--- src/rtl/emu_scan_pkg.sv ---
// Shared types and helpers for the emulator RAM scan checkpoint engine.
package emu_scan_pkg;

  typedef enum logic [2:0] {
    S_IDLE,
    S_HALT,
    S_DUMP,
    S_DRAIN,
    S_LOAD,
    S_TAIL,
    S_UNSCAN,
    S_RELEASE
  } state_t;

  localparam logic DIR_DUMP = 1'b0;
  localparam logic DIR_LOAD = 1'b1;

  // Width of a counter that must reach n without wrapping.
  function automatic int cnt_w(input int n);
    return $clog2(n + 1);
  endfunction

endpackage

--- src/rtl/emu_scan_fifo.sv ---
// Synchronous skid FIFO with occupancy count; push and pop together when full
// leaves occupancy unchanged.
module emu_scan_fifo #(
  parameter int DW    = 64,
  parameter int DEPTH = 4
)(
  input  logic                       clk,
  input  logic                       rst,
  input  logic                       push,
  input  logic [DW-1:0]              wdata,
  input  logic                       pop,
  output logic [DW-1:0]              rdata,
  output logic [$clog2(DEPTH+1)-1:0] count
);
  localparam int AW = (DEPTH > 1) ? $clog2(DEPTH) : 1;
  localparam int CW = $clog2(DEPTH + 1);

  logic [DW-1:0] r_mem [DEPTH];
  logic [AW-1:0] r_wr, r_rd;
  logic [CW-1:0] r_cnt;
  logic          w_pop, w_push;

  assign w_pop  = pop && (r_cnt != '0);
  assign w_push = push && ((r_cnt != CW'(DEPTH)) || w_pop);
  assign rdata  = r_mem[r_rd];
  assign count  = r_cnt;

  always_ff @(posedge clk) begin
    if (w_push) r_mem[r_wr] <= wdata;
  end

  always_ff @(posedge clk or posedge rst) begin
    if (rst) begin
      r_wr  <= '0;
      r_rd  <= '0;
      r_cnt <= '0;
    end else begin
      if (w_push) r_wr <= (r_wr == AW'(DEPTH - 1)) ? '0 : r_wr + 1'b1;
      if (w_pop)  r_rd <= (r_rd == AW'(DEPTH - 1)) ? '0 : r_rd + 1'b1;
      case ({w_push, w_pop})
        2'b10:   r_cnt <= r_cnt + 1'b1;
        2'b01:   r_cnt <= r_cnt - 1'b1;
        default: r_cnt <= r_cnt;
      endcase
    end
  end

endmodule

--- src/rtl/emu_ram_scan_ctrl.sv ---
// Checkpoint engine: halts the DUT and dumps the RAM scan chain to a stream,
// or restores it from a stream, then releases halt.
module emu_ram_scan_ctrl
  import emu_scan_pkg::*;
#(
  parameter int WORDS      = 64,
  parameter int DW         = 64,
  parameter int LAT        = 2,
  parameter int FIFO_DEPTH = 4
)(
  input  logic          clk,
  input  logic          rst,
  input  logic          cmd_valid,
  output logic          cmd_ready,
  input  logic          cmd_dir,
  output logic          busy,
  output logic          done,
  output logic          halt,
  output logic          ram_scan,
  output logic          ram_dir,
  output logic [DW-1:0] ram_sdi,
  input  logic [DW-1:0] ram_sdo,
  output logic          out_valid,
  input  logic          out_ready,
  output logic [DW-1:0] out_data,
  input  logic          in_valid,
  output logic          in_ready,
  input  logic [DW-1:0] in_data
);
  localparam int CW  = cnt_w(WORDS);
  localparam int FCW = cnt_w(FIFO_DEPTH);
  localparam logic [CW-1:0] WORDS_C = CW'(WORDS);

  state_t         r_state, w_next;
  logic           r_dir;
  logic [CW-1:0]  r_issued, r_loaded, r_received;
  logic [LAT-1:0] r_vld_pipe;
  logic [FCW-1:0] w_fifo_cnt;
  logic [DW-1:0]  w_fifo_rdata;
  logic           w_accept, w_issue, w_push, w_pop, w_load_hs;
  int             w_inflight;

  always_comb begin
    w_inflight = 0;
    for (int i = 0; i < LAT; i++) w_inflight += int'(r_vld_pipe[i]);
  end

  // Credit check counts words still in the chain read latency so the FIFO
  // can always absorb everything already requested.
  assign w_accept  = (r_state == S_IDLE) && cmd_valid;
  assign w_issue   = (r_state == S_DUMP) && (r_issued != WORDS_C) &&
                     ((int'(w_fifo_cnt) + w_inflight) < FIFO_DEPTH);
  assign w_push    = r_vld_pipe[LAT-1];
  assign w_pop     = out_valid && out_ready;
  assign w_load_hs = in_valid && in_ready;

  emu_scan_fifo #(
    .DW   (DW),
    .DEPTH(FIFO_DEPTH)
  ) u_fifo (
    .clk  (clk),
    .rst  (rst),
    .push (w_push),
    .wdata(ram_sdo),
    .pop  (w_pop),
    .rdata(w_fifo_rdata),
    .count(w_fifo_cnt)
  );

  always_ff @(posedge clk or posedge rst) begin
    if (rst) begin
      r_state    <= S_IDLE;
      r_dir      <= DIR_DUMP;
      r_issued   <= '0;
      r_loaded   <= '0;
      r_received <= '0;
      r_vld_pipe <= '0;
    end else begin
      r_state    <= w_next;
      r_vld_pipe <= (r_vld_pipe << 1) | LAT'(w_issue);
      if (w_accept) begin
        r_dir      <= cmd_dir;
        r_issued   <= '0;
        r_loaded   <= '0;
        r_received <= '0;
      end else begin
        if (w_issue)   r_issued   <= r_issued + 1'b1;
        if (w_load_hs) r_loaded   <= r_loaded + 1'b1;
        if (w_pop)     r_received <= r_received + 1'b1;
      end
    end
  end

  always_comb begin
    w_next    = r_state;
    cmd_ready = 1'b0;
    busy      = 1'b1;
    done      = 1'b0;
    halt      = 1'b1;
    in_ready  = 1'b0;
    ram_scan  = w_issue;
    ram_sdi   = '0;
    unique case (r_state)
      S_IDLE: begin
        cmd_ready = 1'b1;
        busy      = 1'b0;
        halt      = 1'b0;
        if (cmd_valid) w_next = S_HALT;
      end
      S_HALT:  w_next = (r_dir == DIR_LOAD) ? S_LOAD : S_DUMP;
      S_DUMP:  if (r_issued == WORDS_C) w_next = S_DRAIN;
      S_DRAIN: if ((r_received == WORDS_C) && (r_vld_pipe == '0)) w_next = S_UNSCAN;
      S_LOAD: begin
        in_ready = (r_loaded != WORDS_C);
        ram_scan = in_valid && (r_loaded != WORDS_C);
        ram_sdi  = in_data;
        if (in_valid && (r_loaded == WORDS_C - 1'b1)) w_next = S_TAIL;
      end
      // Commit cycle: one extra shift with zero data latches the loaded image.
      S_TAIL: begin
        ram_scan = 1'b1;
        w_next   = S_UNSCAN;
      end
      S_UNSCAN: w_next = S_RELEASE;
      S_RELEASE: begin
        halt   = 1'b0;
        done   = 1'b1;
        w_next = S_IDLE;
      end
      default: w_next = S_IDLE;
    endcase
  end

  assign ram_dir   = halt && r_dir;
  assign out_valid = (w_fifo_cnt != '0);
  assign out_data  = out_valid ? w_fifo_rdata : '0;

endmodule

--- config.mk ---
export PLATFORM = sky130hd
export DESIGN_NAME = emu_ram_scan_ctrl
export DESIGN_NICKNAME = d
export VERILOG_FILES = /design/src/rtl/emu_scan_pkg.sv /design/src/rtl/emu_scan_fifo.sv /design/src/rtl/emu_ram_scan_ctrl.sv
export SDC_FILE = /design/constraint.sdc
export NUM_CORES = 1
export LEC_CHECK = 0
export ABC_AREA = 1
export CAP_MARGIN = 0
export CORE_ASPECT_RATIO = 1.75
export CORE_MARGIN = 2
export CORE_UTILIZATION = 46
export DETAILED_ROUTE_END_ITERATION = 7
export PLACE_DENSITY = 0.76
export SETUP_SLACK_MARGIN = 0.4
export SLEW_MARGIN = 20
export SYNTH_ARGS = -nofsm -noshare
export SYNTH_HDL_FRONTEND = slang
export SYNTH_SLANG_ARGS = --single-unit
--- constraint.sdc ---
create_clock -name clk -period 3.91 [get_ports clk]
set_input_delay 0.782 -clock clk [delete_from_list [all_inputs] [get_ports clk]]
set_output_delay 0.782 -clock clk [all_outputs]
set_load 0.02 [all_outputs]
# Word-level counts from Yosys, hierarchy flattened
# Memory sizes are Yosys's and may differ from the RTL's.
# Cells that the tools add are included.
[totals] register_bits=34 mem_bits_rw=256 n_memories=1
[classes] addsub=9 order_cmp=1 eq_ne=21 mux=25 n_bitwise=1 n_reduce_logical=21
[mem_list] memory="u_fifo.r_mem" words=4 width=64 read_ports=1 rd_clocked_by_memory_dff=0 wr=1 line="emu_scan_fifo.sv:18" rtl="logic [DW-1:0] r_mem [DEPTH];"
[op_table] cell="two-way mux 64 bit" n=2
[op_table] cell="two-way mux 7 bit" n=6
[op_table] cell="case mux 3 bit (8 select lines)" n=1
[op_table] cell="adder 7 x 1 -> 7 bit, second input constant" n=3
[op_table] cell="two-way mux 3 bit" n=5
[op_table] cell="equality test 7 bit, second input constant" n=2
[op_table] cell="!= test 7 bit, second input constant" n=2
[op_table] cell="equality test 3 bit, second input constant" n=4
[op_table] cell="logical AND 1 bit" n=11
[op_table] cell="nonzero test 2 bit" n=4
[op_table] cell="equality test 7 x 6 -> 1 bit, second input constant" n=1
[op_table] cell="two-way mux 1 bit" n=7
[op_table] cell="equality test 2 bit, second input constant" n=3
[op_table] cell="equality test 3 x 2 -> 1 bit, second input constant" n=2
[op_table] cell="!= test 2 bit, second input constant" n=3
[op_table] cell="case mux 3 bit (2 select lines)" n=1
[op_table] cell="adder 2 x 1 -> 2 bit, second input constant" n=2
[op_table] cell="adder 3 x 2 -> 4 bit" n=1
[op_table] cell="less-than comparator 4 x 3 -> 1 bit, second input constant" n=1
[op_table] cell="two-way mux 2 bit" n=2
[op_table] cell="AND reduction 4 bit" n=1
[op_table] cell="adder 3 x 1 -> 3 bit, second input constant" n=1
[op_table] cell="equality test 3 x 1 -> 1 bit, second input constant" n=1
[op_table] cell="logical NOT 3 bit" n=1
[op_table] cell="11 further kinds" n=11

# Depth between registers and ports, before layout
[depth] ltp_word=7 mapped_depth=11 mapped_depth_nobuf=11

# Modules after synthesis
# Synthesis repeated with hierarchy kept, for this count alone.
[hier_totals] hier_cells=1202 hier_area_um2=12858.6
[modules_own_cells] module="emu_scan_fifo" n_inst=1 cells_per_inst=679 area_each_um2=9972.1 seq_area_each_um2=7862.5
[modules_own_cells] module="emu_ram_scan_ctrl" n_inst=1 cells_per_inst=523 area_each_um2=2886.5 seq_area_each_um2=675.6

# Worst setup path after synthesis
# OpenSTA, ideal clock, no wires.
[synth_timing] path_kind="input to register" from="input out_ready" to="memory u_fifo.r_mem[0][0], enable pin" arrival_time_ns=3.569 t_required_ns=3.424 slack_ns=-0.145 cell_stages=2 path_cell_list="o21ai_2 -> nor2_1"
[synth_between] elab_chain_len=6
[synth_lines] item="start, declared" line="emu_ram_scan_ctrl.sv:24" rtl="input logic out_ready,"
[synth_lines] item="logical AND 1 bit" line="emu_ram_scan_ctrl.sv:54" rtl="assign w_pop = out_valid && out_ready;"
[synth_lines] item="logical AND 1 bit" line="emu_scan_fifo.sv:23" rtl="assign w_pop = pop && (r_cnt != '0);"
[synth_lines] item="logical OR 1 bit" line="emu_scan_fifo.sv:24" rtl="assign w_push = push && ((r_cnt != CW'(DEPTH)) || w_pop);"
[synth_lines] item="logical AND 1 bit" line="emu_scan_fifo.sv:24"
[synth_lines] item="two-way mux 1 bit" line="emu_scan_fifo.sv:29" rtl="if (w_push) r_mem[r_wr] <= wdata;"
[synth_lines] item="two-way mux 1 bit (not written as such)" line="emu_scan_fifo.sv:29"
[synth_lines] item="end, declared" line="emu_scan_fifo.sv:18"
# Every way passes these cells.

# Worst setup path after layout
[layout_timing] from="register u_fifo.r_rd[0]" to="output out_data[1]"
[layout_between] elab_chain_len=2
[layout_lines] item="start, declared" line="emu_scan_fifo.sv:19" rtl="logic [AW-1:0] r_wr, r_rd;"
[layout_lines] item="start signal, assigned" line="emu_scan_fifo.sv:39" rtl="if (w_pop) r_rd <= (r_rd == AW'(DEPTH - 1)) ? '0 : r_rd + 1'b1;"
[layout_lines] item="memory (4 x 64 bit)"
[layout_lines] item="two-way mux 64 bit" line="emu_ram_scan_ctrl.sv:136" rtl="assign out_data = out_valid ? w_fifo_rdata : '0;"
[layout_lines] item="end, declared" line="emu_ram_scan_ctrl.sv:25" rtl="output logic [DW-1:0] out_data,"
# Every way passes these cells.

==> flow_metrics.tcl <==
set metrics [dict create \
    syn-num-nets 1331 \
    max-slew-margin-rel_pct 53.8 \
    die_height_um 223 \
    post_synth_xor_xnor_area_pct 0.627 \
    cp_data_arrival_time_ns 2.68 \
    cts_root_buffer "clkbuf_16" \
    cts_tree "built" \
    synthTopCellsByArea "edfxtp_1 61%, nor2_1 10%, dfrtp_1 6.8%" \
    intPower_mw 7.11 \
    syn-cell-area_mm2 0.0126 \
    ys_async_sr_fraction_pct 11.7 \
    fill_cells 2135 \
    share_comb_of_total_power_pct 48.3 \
    number_of_antenna_violations_at_the_first_check_in_global_routing 0 \
    post-place-ws_ns 0.689 \
    synth_seq_area_share_pct 67.9 \
    netSwitchingPower_mw 4.69 \
    first_iter_violations 588 \
    max-vdd-ir-drop_mv 0.409 \
    fin_worst_hold_slack_ns 0.410 \
    grt_overflow 0 \
    synth_top_flop_cell "edfxtp_1" \
    synth_compound_gate_area_share_pct 8.48 \
    drt-wirelength-per-cell_um 17.9 \
    crit_path_max_fanout 50 \
    cts_made_buffers 25 \
    half_perimeter_wire_length_after_detailed_placement_mm 21.0 \
    syn_avg_cell_area_um2 10.6 \
    ioPinCount 270 \
    fmaxAchievable_mhz 289 \
    muxShareOfSynthArea_pct 0 \
    die_w_um 129 \
    pwr_density_cell_mw_per_mm2 715 \
    core_area_mm2 0.0271 \
    utilization_pct 60.8 \
    detailroute.via_count 9425 \
    post_route_cells_drive_above_1_share_pct 5.91 \
    critical_path.startpoint "u_fifo.r_rd[0]" \
    grtUsageTotal_pct 22.4 \
    yosysMostFrequentCell "nor2_1" \
    criticalPathCategory "reg -> out" \
    cts-htree-levels 1 \
    gate_count_of_the_mapped_netlist 1184 \
    synth_simple_gate_area_share_pct 15.8 \
    grt_pass1_wl_mm 48.9 \
    clk-insertion-delay-late_ns 0.53 \
    netlist-cell-type-count 31 \
    timing.critical_path.required_ns 3.13 \
    timing_hold_violations_final 0 \
    synthAdderAreaFrac_pct 1.35 \
    largest_family_of_logic_cells_by_synthesized_area "simple AND/OR/NAND/NOR gates" \
    rows 80 \
    route.final.wire_length_mm 32.8 \
    postLayoutSetupSlackWorst_ns 0.452 \
    synthToLayoutAreaGrowth_pct 31.2 \
    reg2reg_from "u_fifo.count[2]" \
    sw_frac_of_total_pct 39.7 \
    seq_power_share_pct 32.6 \
    clkPwrFrac_pct 19.1 \
    grt_max_degree 66 \
    number_of_clock_sinks 290 \
    postSynthRegisterBits 290 \
    routed_via_density 5.16 \
    maxCapViolCount 0 \
    multiInputGateArea_mm2 0.00336 \
    timing.final.setup_violations 0 \
    synth.top_cell.area_share_pct 61.1 \
    cts.path.max_buffers 3 \
    cts.reportedPaths.clkPinSlew_ns 0.07 \
    post_synth_most_frequent_cells "347 x nor2_1, 256 x edfxtp_1, 129 x o21ai_0" \
    drt_pre_antenna_iters 7 \
    first_global_vias 9196 \
    slew_viol_final 0 \
    grt_setup_unrepaired "true" \
    startpoint_type "register" \
    synth_area_leader "edfxtp_1" \
    gpl.final_weighted_congestion 0.830 \
    final_min_period_over_clock_period_pct 88.4 \
    synth_edf_count 256 \
    result_of_the_run "complete, no violations" \
    yosysWarningCount 0 \
    initial_core_util_pct 46.4 \
    port_buffers 269 \
    worst_clock_skew_ns 0.0120 \
    antenna_cells_inserted 0 \
    worst-slew-pin-transition_ns 0.693 \
    area.sequential_mm2 0.00854 \
    drtAntennaViolNets 0 \
    die_area_mm2 0.0287 \
    final_net_count 1586 \
    drcViolationCount 0 \
    cp-end-kind "primary output" \
    hp-start "r_vld_pipe[0]" \
    worstHoldPathType "reg -> reg" \
    finalWorstPathRequiredPeriod_ns 3.46 \
    power_leakage_nw 6.27 \
]
==> worst paths after layout <==
path	depth (start not counted)	slack (ns)	endpoint
worst max-delay path	5	0.45	out_data[1]
worst min-delay path	0	0.41	r_vld_pipe[1]
worst max register to register	4	1.85	u_fifo.r_mem[0][32]
worst min register to register	0	0.41	r_vld_pipe[1]
max in group asynchronous	3	2.88	u_fifo.r_rd[0]
min in group asynchronous	3	0.67	u_fifo.count[2]
==> metrics by stage <==
step	TNS (ns)	power, mW	instances	area [µm²]
after CTS	0	11.9	1825	16500
after detailed placement	0	9.51	1779	15700
final	0	11.8	1825	16500
after global placement	0	9.39	1779	15700
after floorplan	-37.24	7.10	1184	12600
after global routing	0	12.4	1825	16500
==> routing by layer <==
layer  routed length [µm]  vias up  global-route usage [%]  part of all wire, %
li1                     -     4465                       -                    -
met1                11000     4476                    22.5                   33
met2                17800      409                    42.9                   54
met3                 2380       75                    4.26                  7.3
met4                 1570        0                    11.0                  4.8
met5                    0        -                       0                    0
==> power groups by stage <==
stage	clock network (mW)	logic [mW]	registers (mW)
global route	2.43	6.14	3.87
global placement	0	5.52	3.87
floorplan	0	3.25	3.85
CTS	2.30	5.71	3.84
detailed placement	0	5.62	3.89
finish	2.26	5.69	3.85
==> sequential cells by signal, summed over array words and instances (netlist names) <==
signal and flops:
r_vld_pipe 2, u_fifo.r_rd 2, r_loaded 7, u_fifo.r_mem 256
r_dir 1, r_state 3, u_fifo.r_wr 2, u_fifo.count 3
r_issued 7, r_received 7
==> worst max-delay path: stages (launching register included) <==
cell             delay [ns]
dfrtp_4                0.54
inv_8                  0.22
buf_4                  0.30
o21ai_0                0.13
a21oi_1                0.25
clkdlybuf4s50_1        0.67
==> cell families (layout without fill, tap and decap cells) <==
| kind of cell | Yosys count | after routing |
|---|---|---|
| AND/OR/NAND/NOR | 488 | 489 |
| flip-flops | 290 | 290 |
| AO/OA/AOI/OAI | 211 | 211 |
| buffers and inverters | 173 | 444 |
| adder cells (fa/ha/maj) | 13 | 13 |
| XOR/XNOR | 9 | 9 |
==> layout by cell type (no fill, tap or decap), types with 9 or more instances in the layout <==
cell	n
nand2_1	81
nand3_1	33
a21oi_1	70
nor2_4	9
edfxtp_1	256
dfrtp_1	32
inv_1	106
nand4_1	12
nor2_1	340
ha_1	12
clkdlybuf4s50_1	267
o21ai_0	129
clkbuf_16	25
==> area by class of cell <==
| class | count | share of cell area, % |
|---|---|---|
| Sequential cell | 290 | 51.8 |
| Inverter | 115 | 2.72 |
| Tap cell | 369 | 2.80 |
| Timing Repair Buffer | 285 | 17.9 |
| Clock buffer | 31 | 3.99 |
| Multi-Input combinational cell | 722 | 20.4 |
| Clock inverter | 13 | 0.485 |
==> timing repair <==
| item | 4_1_cts | 5_1_grt |
|---|---|---|
| endpoints found under the setup margin | 77 | 47 |
| buffers inserted | 0 | 0 |
| resized for setup | 7 | 8 |
| cloned | 2 | 0 |
| pin swaps | 1 | 0 |
| hold buffers | 0 | 0 |
Power figures use the tool's default switching activity.
